$ cat src/rtl/locked_seg_adder_pkg.sv
// Shared types and constants for the key-locked segmented adder pipeline.
// No logic; state encoding and default unlock key only.
// Imported by the pipeline top.
package locked_seg_adder_pkg;

    typedef enum logic [0:0] {
        RUN   = 1'b0,
        DRAIN = 1'b1
    } state_t;

    localparam logic [7:0] LOCK_KEY_DEFAULT = 8'hB4;

endpackage

$ cat src/rtl/seg_add_stage.sv
// One registered SEG_W-bit adder segment with key-controlled carry-in and sum inversion.
// Latency: 1 cycle from inputs to sum_o/cout_o/vld_o.
// Backpressure: all outputs hold while en_i is low.
module seg_add_stage #(
    parameter int SEG_W = 8
) (
    input  logic             clk_i,
    input  logic             rst_i,
    input  logic             en_i,
    input  logic             vld_i,
    input  logic [SEG_W-1:0] a_i,
    input  logic [SEG_W-1:0] b_i,
    input  logic             cin_i,
    input  logic             inv_cin_i,
    input  logic             inv_sum_i,
    output logic             vld_o,
    output logic [SEG_W-1:0] sum_o,
    output logic             cout_o
);

    logic [SEG_W:0] raw;

    // Carry-out is taken before the sum inversion so a wrong key cannot hide it.
    assign raw = {1'b0, a_i} + {1'b0, b_i} + {{SEG_W{1'b0}}, cin_i ^ inv_cin_i};

    always_ff @(posedge clk_i or posedge rst_i) begin
        if (rst_i) begin
            vld_o  <= 1'b0;
            sum_o  <= '0;
            cout_o <= 1'b0;
        end else if (en_i) begin
            vld_o  <= vld_i;
            sum_o  <= raw[SEG_W-1:0] ^ {SEG_W{inv_sum_i}};
            cout_o <= raw[SEG_W];
        end
    end

endmodule

$ cat src/rtl/locked_seg_adder_pipe.sv
// NSEG-stage segmented adder; each result is scrambled unless key_q matches LOCK_KEY.
// Latency: NSEG cycles from acceptance to out_valid_o, one result per cycle.
// Backpressure: global stall when out_valid_o && !out_ready_i; key changes wait for an empty pipe.
module locked_seg_adder_pipe
    import locked_seg_adder_pkg::*;
#(
    parameter int                WIDTH    = 32,
    parameter int                NSEG     = 4,
    parameter logic [2*NSEG-1:0] LOCK_KEY = LOCK_KEY_DEFAULT
) (
    input  logic                clk_i,
    input  logic                rst_i,
    input  logic [WIDTH-1:0]    add1_i,
    input  logic [WIDTH-1:0]    add2_i,
    input  logic                in_valid_i,
    output logic                in_ready_o,
    input  logic [2*NSEG-1:0]   key_i,
    input  logic                key_load_i,
    output logic [WIDTH:0]      result_o,
    output logic                out_valid_o,
    input  logic                out_ready_i,
    output logic                key_ok_o
);

    localparam int SEG_W = WIDTH / NSEG;

    state_t               state_q;
    logic [2*NSEG-1:0]    key_q;
    logic [2*NSEG-1:0]    pend_q;
    logic [2*NSEG-1:0]    e;
    logic                 key_ok_q;
    logic                 advance;
    logic                 accept;
    logic                 pipe_empty;
    logic [NSEG-1:0]      vld;
    logic [NSEG-1:0]      cout;
    logic [SEG_W-1:0]     seg_sum [NSEG];
    logic [WIDTH-1:0]     a_q     [NSEG-1];
    logic [WIDTH-1:0]     b_q     [NSEG-1];
    logic [WIDTH-1:0]     acc_q   [NSEG-1];
    logic [WIDTH-1:0]     acc_nxt [NSEG-1];

    assign out_valid_o = vld[NSEG-1];
    assign advance     = ~out_valid_o | out_ready_i;
    assign in_ready_o  = advance & (state_q == RUN) & ~key_load_i & ~rst_i;
    assign accept      = in_valid_i & in_ready_o;
    assign pipe_empty  = ~|vld;
    // key_q only changes with an empty pipe, so every result in flight sees its acceptance key.
    assign e           = key_q ^ LOCK_KEY;
    assign key_ok_o    = key_ok_q;
    assign result_o    = {cout[NSEG-1], seg_sum[NSEG-1], acc_q[NSEG-2][WIDTH-SEG_W-1:0]};

    for (genvar s = 0; s < NSEG; s++) begin : g_seg
        logic [SEG_W-1:0] a_seg;
        logic [SEG_W-1:0] b_seg;
        logic             cin;
        logic             vin;

        if (s == 0) begin : g_src
            assign a_seg = add1_i[SEG_W-1:0];
            assign b_seg = add2_i[SEG_W-1:0];
            assign cin   = 1'b0;
            assign vin   = accept;
        end else begin : g_src
            assign a_seg = a_q[s-1][s*SEG_W +: SEG_W];
            assign b_seg = b_q[s-1][s*SEG_W +: SEG_W];
            assign cin   = cout[s-1];
            assign vin   = vld[s-1];
        end

        seg_add_stage #(.SEG_W(SEG_W)) u_stage (
            .clk_i     (clk_i),
            .rst_i     (rst_i),
            .en_i      (advance),
            .vld_i     (vin),
            .a_i       (a_seg),
            .b_i       (b_seg),
            .cin_i     (cin),
            .inv_cin_i (e[2*s]),
            .inv_sum_i (e[2*s+1]),
            .vld_o     (vld[s]),
            .sum_o     (seg_sum[s]),
            .cout_o    (cout[s])
        );
    end

    // acc_q[k] travels with stage k+1 and holds the finished segments 0..k.
    always_comb begin
        acc_nxt[0]              = '0;
        acc_nxt[0][SEG_W-1:0]   = seg_sum[0];
        for (int k = 1; k < NSEG-1; k++) begin
            acc_nxt[k]                    = acc_q[k-1];
            acc_nxt[k][k*SEG_W +: SEG_W]  = seg_sum[k];
        end
    end

    always_ff @(posedge clk_i or posedge rst_i) begin
        if (rst_i) begin
            for (int k = 0; k < NSEG-1; k++) begin
                a_q[k]   <= '0;
                b_q[k]   <= '0;
                acc_q[k] <= '0;
            end
        end else if (advance) begin
            a_q[0] <= add1_i;
            b_q[0] <= add2_i;
            for (int k = 1; k < NSEG-1; k++) begin
                a_q[k] <= a_q[k-1];
                b_q[k] <= b_q[k-1];
            end
            for (int k = 0; k < NSEG-1; k++) begin
                acc_q[k] <= acc_nxt[k];
            end
        end
    end

    always_ff @(posedge clk_i or posedge rst_i) begin
        if (rst_i) begin
            state_q  <= RUN;
            key_q    <= '0;
            pend_q   <= '0;
            key_ok_q <= 1'b0;
        end else begin
            key_ok_q <= (key_q == LOCK_KEY);
            case (state_q)
                RUN: begin
                    if (key_load_i) begin
                        if (pipe_empty) begin
                            key_q <= key_i;
                        end else begin
                            pend_q  <= key_i;
                            state_q <= DRAIN;
                        end
                    end
                end
                DRAIN: begin
                    if (key_load_i) begin
                        pend_q <= key_i;
                    end
                    // A request arriving on the draining edge is the newest, so it wins.
                    if (pipe_empty) begin
                        key_q   <= key_load_i ? key_i : pend_q;
                        state_q <= RUN;
                    end
                end
                default: state_q <= RUN;
            endcase
        end
    end

endmodule

$ cat config.mk
export PLATFORM = sky130hd
export DESIGN_NAME = locked_seg_adder_pipe
export DESIGN_NICKNAME = d
export VERILOG_FILES = /design/src/rtl/locked_seg_adder_pkg.sv /design/src/rtl/seg_add_stage.sv /design/src/rtl/locked_seg_adder_pipe.sv
export SDC_FILE = /design/constraint.sdc
export NUM_CORES = 1
export LEC_CHECK = 0
export ABC_AREA = 1
export CAP_MARGIN = 20
export CORE_AREA = 2 2 181 183
export DETAILED_ROUTE_END_ITERATION = 8
export DIE_AREA = 0 0 183 185
export PLACE_DENSITY = 0.48
export SETUP_SLACK_MARGIN = 0.15
export SYNTH_ARGS = -nofsm -noshare
export SYNTH_HDL_FRONTEND = slang
export SYNTH_SLANG_ARGS = --single-unit
export TNS_END_PERCENT = 10
$ cat constraint.sdc
create_clock -name clk_i -period 10.3 [get_ports clk_i]
set_input_delay 2.06 -clock clk_i [delete_from_list [all_inputs] [get_ports clk_i]]
set_output_delay 2.06 -clock clk_i [all_outputs]
set_load 0.01 [all_outputs]
# Word-level counts from Yosys, hierarchy flattened
# Cells that the tools add are included.
[totals] regBits=298
[classes] add_sub_neg=8 n_eq_ne=5 mux=11 bitwise_logic=17 reduce_logical=3
[ops] op="8-bit 2-to-1 mux" count=6
[ops] op="8-bit by 8-bit adder with 9-bit output" count=4
[ops] op="9-bit by 1-bit adder with 9-bit output" count=4
[ops] op="8-bit case mux with 2 select lines" count=2
[ops] op="8-bit XOR" count=4
[ops] op="8-bit == test, second input constant" count=1
[ops] op="2-bit inequality test, second input constant" count=3
[ops] op="1-bit bitwise AND" count=4
[ops] op="1-bit NOT" count=4
[ops] op="4-bit NOT" count=1
[ops] op="4-bit OR reduction" count=1
[ops] op="3-bit AND reduction" count=1
[ops] op="1-bit XOR" count=3
[ops] op="1-bit 2-to-1 mux" count=2
[ops] op="2-bit by 1-bit inequality test with 1-bit output, second input constant" count=1
[ops] op="1-bit case mux with 2 select lines" count=1
[ops] op="2-bit AND reduction" count=1
[ops] op="1-bit bitwise OR" count=1

# Longest topological paths before layout
# Gate-level depths: netlist of run 1.
[depth] depth_word=6 ltp_mapped=13 mapped_depth_nobuf=13

# Hierarchy
# A second synthesis of run 1 with hierarchy kept.
[unflattened] hier_cells=1120 area_unflattened_um2=9501.6
[modules_own_cells] mod="locked_seg_adder_pipe" instances=1 cells_per_inst=696 area_each_um2=6262.3 seq_area_each_um2=4053.9
[modules_own_cells] mod="seg_add_stage (g_seg[1].u_stage ...)" instances=2 cells_per_inst=105 area_each_um2=803.3 seq_area_each_um2=250.2
[modules_own_cells] mod="seg_add_stage (g_seg[3].u_stage)" instances=1 cells_per_inst=107 area_each_um2=820.8 seq_area_each_um2=250.2
[modules_own_cells] mod="seg_add_stage (g_seg[0].u_stage)" instances=1 cells_per_inst=107 area_each_um2=812.0 seq_area_each_um2=250.2

# Least setup slack after synthesis of run 1
# OpenSTA, ideal clock, no wires.
[synth_path] path_type="input -> output" from="input port out_ready_i" to="output port in_ready_o" t_arrival_ps=2600 setup_slack_ps=5640 path_stages=3 cell_sequence="nor2_1 > buf_2 > nor3_1"
[synth_between] elab_chain_len=4
[synth_rtl] element="start, declared" line_no="locked_seg_adder_pipe.sv:21" source="input logic out_ready_i,"
[synth_rtl] element="1-bit bitwise OR" line_no="locked_seg_adder_pipe.sv:44" source="assign advance = ~out_valid_o | out_ready_i;"
[synth_rtl] element="1-bit bitwise AND (3 in series)" line_no="locked_seg_adder_pipe.sv:45" source="assign in_ready_o = advance & (state_q == RUN) & ~key_load_i & ~rst_i;"
[synth_rtl] element="end, declared" line_no="locked_seg_adder_pipe.sv:16" source="output logic in_ready_o,"
# Every way passes these cells.

# Worst setup path after layout of run 1
# Same ends and word-level chain as after synthesis.

==> results of run 1 <==
cells in the final DEF, fill, tap and decap left out, types with 2 or more instances in the layout:
cell type / count
nand3b_1: 2
buf_4: 2
inv_1: 92
xnor2_1: 20
nand2_2: 3
fa_1: 8
or2_1: 2
nand3_1: 31
o21ai_2: 8
ha_1: 28
clkinvlp_4: 2
nand2_1: 475
clkbuf_16: 25
bufinv_16: 3
mux2_2: 2
nor2_1: 25
and2_1: 2
clkinv_2: 3
clkbuf_1: 3
clkbuf_8: 6
nand4_1: 6
o21ai_0: 99
or2_0: 2
a21oi_1: 16
dfrtp_1: 202
clkdlybuf4s50_1: 112
or2_2: 5
xor2_1: 20
routing by layer:
layer | track usage (%) | share of wire [%] | up-vias
li1 | - | - | 3615
met2 | 19.6 | 44 | 102
met1 | 17.9 | 50 | 3244
met5 | 0 | 0 | -
met3 | 2.08 | 4.0 | 31
met4 | 3.36 | 2.0 | 0
worst paths after layout:
path | start | to | slack [ns] | cells after the start
max in group asynchronous | rst_i | b_q[63] | 6.57 | 3
min | g_seg[1].u_stage.sum_o[3] | acc_nxt[11] | 0.47 | 2
min reg2reg | g_seg[1].u_stage.sum_o[3] | acc_nxt[11] | 0.47 | 2
max reg2reg | g_seg[3].u_stage.vld_o | g_seg[0].u_stage.sum_o[6] | 7.34 | 7
max | out_ready_i | in_ready_o | 4.49 | 5
min in group asynchronous | rst_i | a_q[94] | 2.16 | 2
critical path, cell delays in order:
cell             delay [ns]
clkdlybuf4s50_1        0.44
nor2_4                 0.14
buf_12                 0.44
nor3_1                 0.15
clkdlybuf4s50_1        0.52
state kept, by name, indices dropped and copies added, names as in the netlist, 8 cells and up:
name,flops
a_q,48
b_q,48
g_seg.u_stage.sum_o,32
acc_nxt,24
result_o,24
key_q,8
pend_q,8
stage by stage:
stage / setup slack (ns) / power, mW / hold WS [ns] / utilization (%) / cells
floorplan: 2.73 / 1.98 / 0.442 / - / 1105
global placement: 4.28 / 2.32 / 0.452 / 33.8 / 1579
detailed placement: 4.27 / 2.33 / 0.453 / 33.8 / 1579
CTS: 4.26 / 3.26 / 0.467 / 36.5 / 1623
global route: 4.24 / 3.47 / 0.485 / 36.5 / 1623
finish: 4.49 / 3.20 / 0.466 / 36.5 / 1624
final cells by class:
cell class                 count  area (um2)  share of cell area (%)
antenna                        1        2.50                  0.0214
clock buffer                  34         719                    6.16
clock inverter                10         138                    1.18
inverter                      95         367                    3.14
multi-input combinational    759        3740                    32.0
sequential                   202        5050                    43.2
tap                          408         510                    4.37
timing repair buffer         115        1160                    9.89
power by group through the flow:
stage          clock network (mW)  logic [mW]  registers [mW]
2_1_floorplan                   0       0.750            1.23
3_3_place_gp                    0        1.04            1.27
6_report                    0.903        1.04            1.25
5_1_grt                     0.965        1.21            1.30
3_5_place_dp                    0        1.06            1.27
4_1_cts                     0.934        1.07            1.26
cells by family after synthesis:
logic type	after synthesis	synth area share, %
AOI/OAI and AO/OA	125	6.99
xor gates and xnor gates	40	3.73
adders and majority gates	36	5.43
buffers and inverters	144	6.50
DFF	202	53.8
muxes	2	0.240
and+or+nand+nor	556	23.3
cell usage after synthesis (2+ instances only):
master    instances
nand2_1         475
dfrtp_1         202
o21ai_0          99
inv_1            94
nand3_1          31
buf_2            28
ha_1             28
nor2_1           26
xnor2_1          20
xor2_1           20
a21oi_1          16
clkbuf_1         14
fa_1              8
o21ai_2           8
nand4_1           6
or2_2             5
buf_4             3
nand2_2           3
and2_1            2
buf_1             2
mux2_2            2
nand3b_1          2
or2_0             2
or2_1             2
==> metrics, run 1 <==
wire per inst 12.7 um; CTS Root Cell clkbuf_16; Rel. slew slack 33.2%; crit end category primary output; post-CTS setup buffers 0; mean post-synth cell area 8.51 um2; IR drop worst, VDD 0.180 mV; Req. time, crit path ~8.2 ns; Synth Cell Area between 0.009 and 0.01 mm2; filler instances roughly 3.3k; io pins 113; asr flop ratio synth 100%; GRT overflow 0; Worst Tran Pin Value 1.00 ns; DRT iter0 DRCs roughly 290; Gate Count Post-Synth approximately 1.1k; CTS clk-pin slew, worst paths ~0.06 ns; Yosys Warn Count 0; DP Wirelength 13300 um; Num CTS Buffers 25; DRC viols 0; Yosys reg bits between 200 and 250; Initial Util 29.3%; library cells used by synthesis 31; Die W between 150 and 200 um; Switching Share between 30% and 40%; global-route wire length before repair roughly 35000 um; cells taking the most area after synthesis dfrtp_1 (54%), nand2_1 (19%), o21ai_0 (5.3%); leak pwr around 5.7 nW; Area growth syn-to-layout 24.4%; largest net degree at the start of global routing around 200; clock latency on the worst-skew pair around 0.52 ns; fraction of layout cells with a size suffix above 1 roughly 5.5%; Post-synth top flop dfrtp_1; row count 66; worst-path fanout max approximately 200; Crit Path Class in -> out; unrepaired setup endpoints after global routing no; core box area approximately 0.032 mm2; worst clock skew 0.0162 ns; count of flip-flops with a built-in enable after synthesis 0; Seq/Total Area, Yosys 53.8%; hold_buf cts 0; CTS tree built; IO buf count 112; post-CTS resize count 0; top cell type's share of synthesized area about 54%; critical path arrival ~3.8 ns; clock sink count 202; Max Transition Viols Final 0; setup total negative slack 0 ns; Design Area, Final ~0.012 mm2; Total GRT Usage around 13%; placed inst area ~0.011 mm2; Die Area ~0.034 mm2; total number of H-tree levels 1; Hold WC Path Type reg -> reg; final hold vios 0; clock power share 28.2%; Pre-antenna DRT Iters 5; sequential power share between 30% and 40%; P_int 2.12 mW; Final nets between 1k and 1.5k; NetSw approximately 1.1 mW; Power Density 274 mW/mm2; number of global-route vias before repair 6910; Die Height between 150 and 200 um; FMAX ~0.17 GHz; ANT nets after route 0; Final Cycle Share roughly 56%; routed vias/inst approximately 4.3; max-cap violation count 0; total vias in the final route ~7.0k; Tmin final between 5 and 6 ns; drt total wl approximately 21000 um; Clock Path Buffers 3; gp weighted congestion just under 0.8; crit start category primary input; status finished clean; post-synthesis cell type with the largest combined area dfrtp_1; initial antenna violation count 1; final setup violation count 0; combinational share of power ~33%; syn nets ~1.2k
Power figures use the tool's default switching activity.
==> run 2, diff against run 1 <==
--- a/config.mk
+++ b/config.mk
@@ -10,7 +10,7 @@
 export CORE_AREA = 2 2 181 183
 export DETAILED_ROUTE_END_ITERATION = 8
 export DIE_AREA = 0 0 183 185
-export PLACE_DENSITY = 0.48
+export PLACE_DENSITY = 0.49
 export SETUP_SLACK_MARGIN = 0.15
 export SYNTH_ARGS = -nofsm -noshare
 export SYNTH_HDL_FRONTEND = slang
==> constraint.sdc (replaced) <==
create_clock -name clk_i -period 5.3 [get_ports clk_i]
set_input_delay 1.06 -clock clk_i [delete_from_list [all_inputs] [get_ports clk_i]]
set_output_delay 1.06 -clock clk_i [all_outputs]
set_load 0.01 [all_outputs]
==> run 2 against run 1 <==
Effect of this change:
- sequential power up 95%
- design area down 0.47%
- routed wire length down 1.0%
- count of clock-buffer cells in the layout up 4
- utilization down 0.17 points
- first-iteration DRC count up 29%
- worst setup slack worse by 2.7 ns
- via count down 0.86%
- critical path type unchanged
- critical endpoint unchanged
- largest cell class unchanged
- largest power group unchanged
- highest routed layer unchanged
==> metrics, run 2 (same netlist as run 1, synthesis figures left out) <==
multi-input combinational cell area around 0.0037 mm2; register cell area after layout around 0.0051 mm2; Die Height ~190 um; Tmin final 3.52 ns; GRT overflow 0; Crit-path slowest cell clkdlybuf4s50_1; Max Transition Viols Final 0; CTS tree built; dpl cells 1583; Hold WC Path Type reg -> reg; Die Area between 0.03 and 0.04 mm2; Pre-antenna DRT Iters 4; FMAX 0.284 GHz; clock sink count a little over 200; Die W between 150 and 200 um; Num CTS Buffers 24; Hold Slack about 0.46 ns; initial antenna violation count 0; Hold Path Stages 2; IR drop worst, VDD 0.271 mV; final hold vios 0; Rel. slew slack a little under a third; CTS clk-pin slew, worst paths ~0.060 ns; setup total negative slack 0 ns; status finished clean; filler instances about 3.4k; CP cell instances clkdlybuf4s50_1 -> nor2_1 -> inv_1 -> nor3_1 -> clkdlybuf4s50_1; Req. time, crit path 4.24 ns; worst-case reg-to-reg path depth 6; ANT nets after route 0; worst clock skew between 0.015 and 0.02 ns; Final nets around 1.3k; DRC viols 0; most common cell after layout, fill and taps aside nand2_1; pre-CTS WS between 1.5 and 2 ns; Total GRT Usage between 10 and 15%; CTS Root Cell clkbuf_16; setup slack after layout about 1.8 ns; worst-path fanout max 2; Area growth syn-to-layout 23.8%; crit start category primary input; Crit Path Class in -> out; most numerous cell on the critical path clkdlybuf4s50_1; commonest cells after routing, fill and taps aside nand2_1 (475), dfrtp_1 (202), clkdlybuf4s50_1 (112); Initial Util between 20% and 30%; leak pwr 5.70 nW; largest net degree at the start of global routing approximately 200; hold_buf cts 0; routed vias/inst between 4 and 5; final setup violation count 0; core box area between 0.03 and 0.04 mm2; DP Wirelength 13600 um; post-CTS setup buffers 0; placed inst area 0.0109 mm2; gp weighted congestion between 0.7 and 0.8; Worst Tran Pin Value about 1.0 ns; number of global-route vias before repair about 7.0k; fraction of layout cells with a size suffix above 1 approximately 5.4%; global-route wire length before repair between 30000 and 40000 um; total number of H-tree levels 1; Power Density between 500 and 600 mW/mm2; Clock Path Buffers 3; max-cap violation count 0; critical path's largest stage delay roughly 0.58 ns; Antenna Cells 0; total vias in the final route 6932; row count 66; post-CTS resize count 0; drt total wl approximately 20000 um; clock latency on the worst-skew pair between 0.5 and 0.6 ns; Design Area, Final roughly 0.012 mm2; wire per inst between 10 and 15 um; Final Total Pwr slightly above 6 mW; fin util ~36%; crit end category primary output; io pins 113; DRT iter0 DRCs approximately 370; biggest regs a_q x48, b_q x48, g_seg.u_stage.sum_o x32; IO buf count 112; Final Cycle Share about two thirds; non-filler cells, final 1626; critical path arrival between 2 and 2.5 ns; unrepaired setup endpoints after global routing no
## run 2: per-layer routing
| layer | wire length [um] | up-vias | global-route usage [%] |
|---|---|---|---|
| met4 | 345 | 0 | 3.23 |
| met2 | 8940 | 95 | 19.6 |
| met3 | 934 | 26 | 2.36 |
| met1 | 10200 | 3187 | 17.7 |
| li1 | - | 3624 | - |
| met5 | 0 | - | 0 |
## run 2: worst max-delay path, delay by kind of cell
kind | cells | cell delay, ns
buffers and inverters | 3 | 1.07
AND/OR/NAND/NOR | 2 | 0.33
## run 2: power by group
group	switching, mW	internal [mW]
Clock	0.628	0.947
Sequential	0.355	2.09
Combinational	1.09	0.939
Total	2.07	3.97
## run 2: final timing paths
path	startpoint	slack, ns	endpoint
worst max-delay path	key_load_i	1.78	in_ready_o
worst min-delay path	g_seg[0].u_stage.sum_o[0]	0.46	acc_nxt[32]
worst max register to register	g_seg[3].u_stage.vld_o	2.68	b_q[61]
worst min register to register	g_seg[0].u_stage.sum_o[0]	0.46	acc_nxt[32]
max in group asynchronous	rst_i	3.46	acc_nxt[10]
min in group asynchronous	rst_i	0.89	key_q[6]
## run 2: cell type report
cell class / instances / area share (%)
inverters: 95 / 3.12
repair buffers: 119 / 10.3
multi-input cells: 759 / 32.2
clock buffers: 38 / 6.31
flip-flops and latches: 202 / 43.5
clock inverters: 5 / 0.269
well taps: 408 / 4.39
==> run 3, diff against run 2 <==
--- a/config.mk
+++ b/config.mk
@@ -10,7 +10,7 @@
 export CORE_AREA = 2 2 181 183
 export DETAILED_ROUTE_END_ITERATION = 8
 export DIE_AREA = 0 0 183 185
-export PLACE_DENSITY = 0.49
+export PLACE_DENSITY = 0.48
 export SETUP_SLACK_MARGIN = 0.15
 export SYNTH_ARGS = -nofsm -noshare
 export SYNTH_HDL_FRONTEND = slang
==> constraint.sdc (replaced) <==
create_clock -name clk_i -period 3.3 [get_ports clk_i]
set_input_delay 0.66 -clock clk_i [delete_from_list [all_inputs] [get_ports clk_i]]
set_output_delay 0.66 -clock clk_i [all_outputs]
set_load 0.01 [all_outputs]
==> run 3 against run 2 <==
Effect of this change:
- final cell count up 0.25%
- largest power group unchanged
- first-iteration DRC count down 15%
- clock skew is 0.0041 ns lower
==> metrics, run 3 (same netlist as run 1, synthesis figures left out) <==
Req. time, crit path between 2 and 3 ns; Final Cycle Share slightly above 80%; ANT nets after route 0; worst-path fanout max 2; M3 GR Usage between 2 and 2.5%; crit end category primary output; DRC viols 0; Num CTS Buffers 25; commonest cells after routing, fill and taps aside nand2_1 (475), dfrtp_1 (202), clkdlybuf4s50_1 (112); met2 Use GR about a fifth; crit start category primary input; global-route wire length before repair around 35000 um; met1 Use GR 17.8%; critical path arrival a little over 2 ns; CTS tree built; leak pwr around 5.8 nW; clock latency on the worst-skew pair a little over 0.5 ns; core box area 0.0320 mm2; biggest regs a_q x48, b_q x48, g_seg.u_stage.sum_o x32; filler instances around 3.3k; Hold WC Path Type reg -> reg; Total GRT Usage roughly 13%; GRT overflow 0; Rel. slew slack between 30% and 40%; pre-CTS WS around 0.58 ns; row count between 60 and 70; final setup violation count 0; post-CTS setup buffers 0; Tmin final between 2 and 3 ns; Crit Path Class in -> out; setup slack after layout roughly 0.58 ns; post-CTS resize count 0; IR drop worst, VDD 0.504 mV; Pre-antenna DRT Iters 4; most common cell after layout, fill and taps aside nand2_1; Final nets 1317; io pins ~110; R2R setup slack around 1.1 ns; CTS clk-pin slew, worst paths about 0.060 ns; initial antenna violation count 0; clock sink count 202; Antenna Cells 0; drt total wl around 20000 um; largest net degree at the start of global routing 200; busiest layer in global routing met2; Die W approximately 180 um; Power Density ~850 mW/mm2; total number of H-tree levels 1; Area growth syn-to-layout 25.3%; CTS Root Cell clkbuf_16; DP Wirelength roughly 14000 um; Worst Tran Pin Value 1.02 ns; max-cap violation count 0; total vias in the final route between 6k and 7k; Final Total Pwr 10.0 mW; worst-case reg-to-reg path depth 11; setup total negative slack 0 ns; Clock Path Buffers 3; status finished clean; number of global-route vias before repair approximately 7.0k; Die Area between 0.03 and 0.04 mm2; fraction of layout cells with a size suffix above 1 under 10%; IO buf count 112; routed vias/inst between 4 and 5; Hold Path Stages 2; DRT iter0 DRCs roughly 310; Die Height 185 um; unrepaired setup endpoints after global routing no; worst clock skew approximately 0.013 ns; wire per inst approximately 13 um; placed inst area 0.0109 mm2; hold_buf cts 0; final hold vios 0; gp weighted congestion 0.796; Max Transition Viols Final 0; Design Area, Final about 0.012 mm2; FMAX around 0.37 GHz; Initial Util 29.3%
-- run 3: changes by cell type in the layout (fill, tap and decap cells not counted) --
cell | before | now
clkinvlp_4 | 2 | 1
buf_4 | 5 | 4
clkbuf_1 | 7 | 4
clkinv_4 | 0 | 1
inv_6 | 1 | 0
clkinv_2 | 3 | 5
clkbuf_8 | 6 | 7
buf_12 | 2 | 5
bufinv_16 | 0 | 3
-- run 3: power breakdown --
group	leakage (nW)	internal (mW)	switching [mW]	total (mW)
Clock	0.429	1.78	1.03	2.81
Combinational	2.95	1.53	1.75	3.28
Sequential	2.40	3.36	0.564	3.92
-- run 3: area by class of cell --
class                   instances  area, um2  area share [%]
multi-input cells             759       3740            31.8
clock inverters                 9        124            1.05
repair buffers                121       1250            10.6
well taps                     408        510            4.33
inverters                      95        363            3.08
flip-flops and latches        202       5050            42.9
clock buffers                  36        737            6.26
-- run 3: worst paths after layout --
| check | startpoint | end |
|---|---|---|
| max in group asynchronous | rst_i | result_o[5] |
| min reg2reg | acc_nxt[15] | result_o[15] |
| max | key_load_i | in_ready_o |
| min | acc_nxt[15] | result_o[15] |
| min in group asynchronous | rst_i | g_seg[2].u_stage.vld_o |
| max reg2reg | g_seg[2].u_stage.cout_o | g_seg[3].u_stage.sum_o[6] |
-- run 3: metal layers --
layer  wire length (um)  vias to the layer above
li1                   -                     3629
met1              10300                     3218
met2               9030                      103
met3                850                       26
met4                364                        0
met5                  0                        -
-- run 3: metrics by stage --
stage | instances | utilization [%] | hold WS [ns]
4_1_cts | 1630 | 36.8 | 0.463
5_1_grt | 1630 | 36.8 | 0.485
3_5_place_dp | 1585 | 34.1 | 0.452
2_1_floorplan | 1105 | - | 0.442
3_3_place_gp | 1585 | 34.1 | 0.453
6_report | 1630 | 36.8 | 0.458
-- run 3: worst max-delay path, stage by stage --
cell	delay (ns)
clkdlybuf4s50_1	0.41
nor2_1	0.13
inv_1	0.08
nor3_1	0.19
clkdlybuf4s50_1	0.58
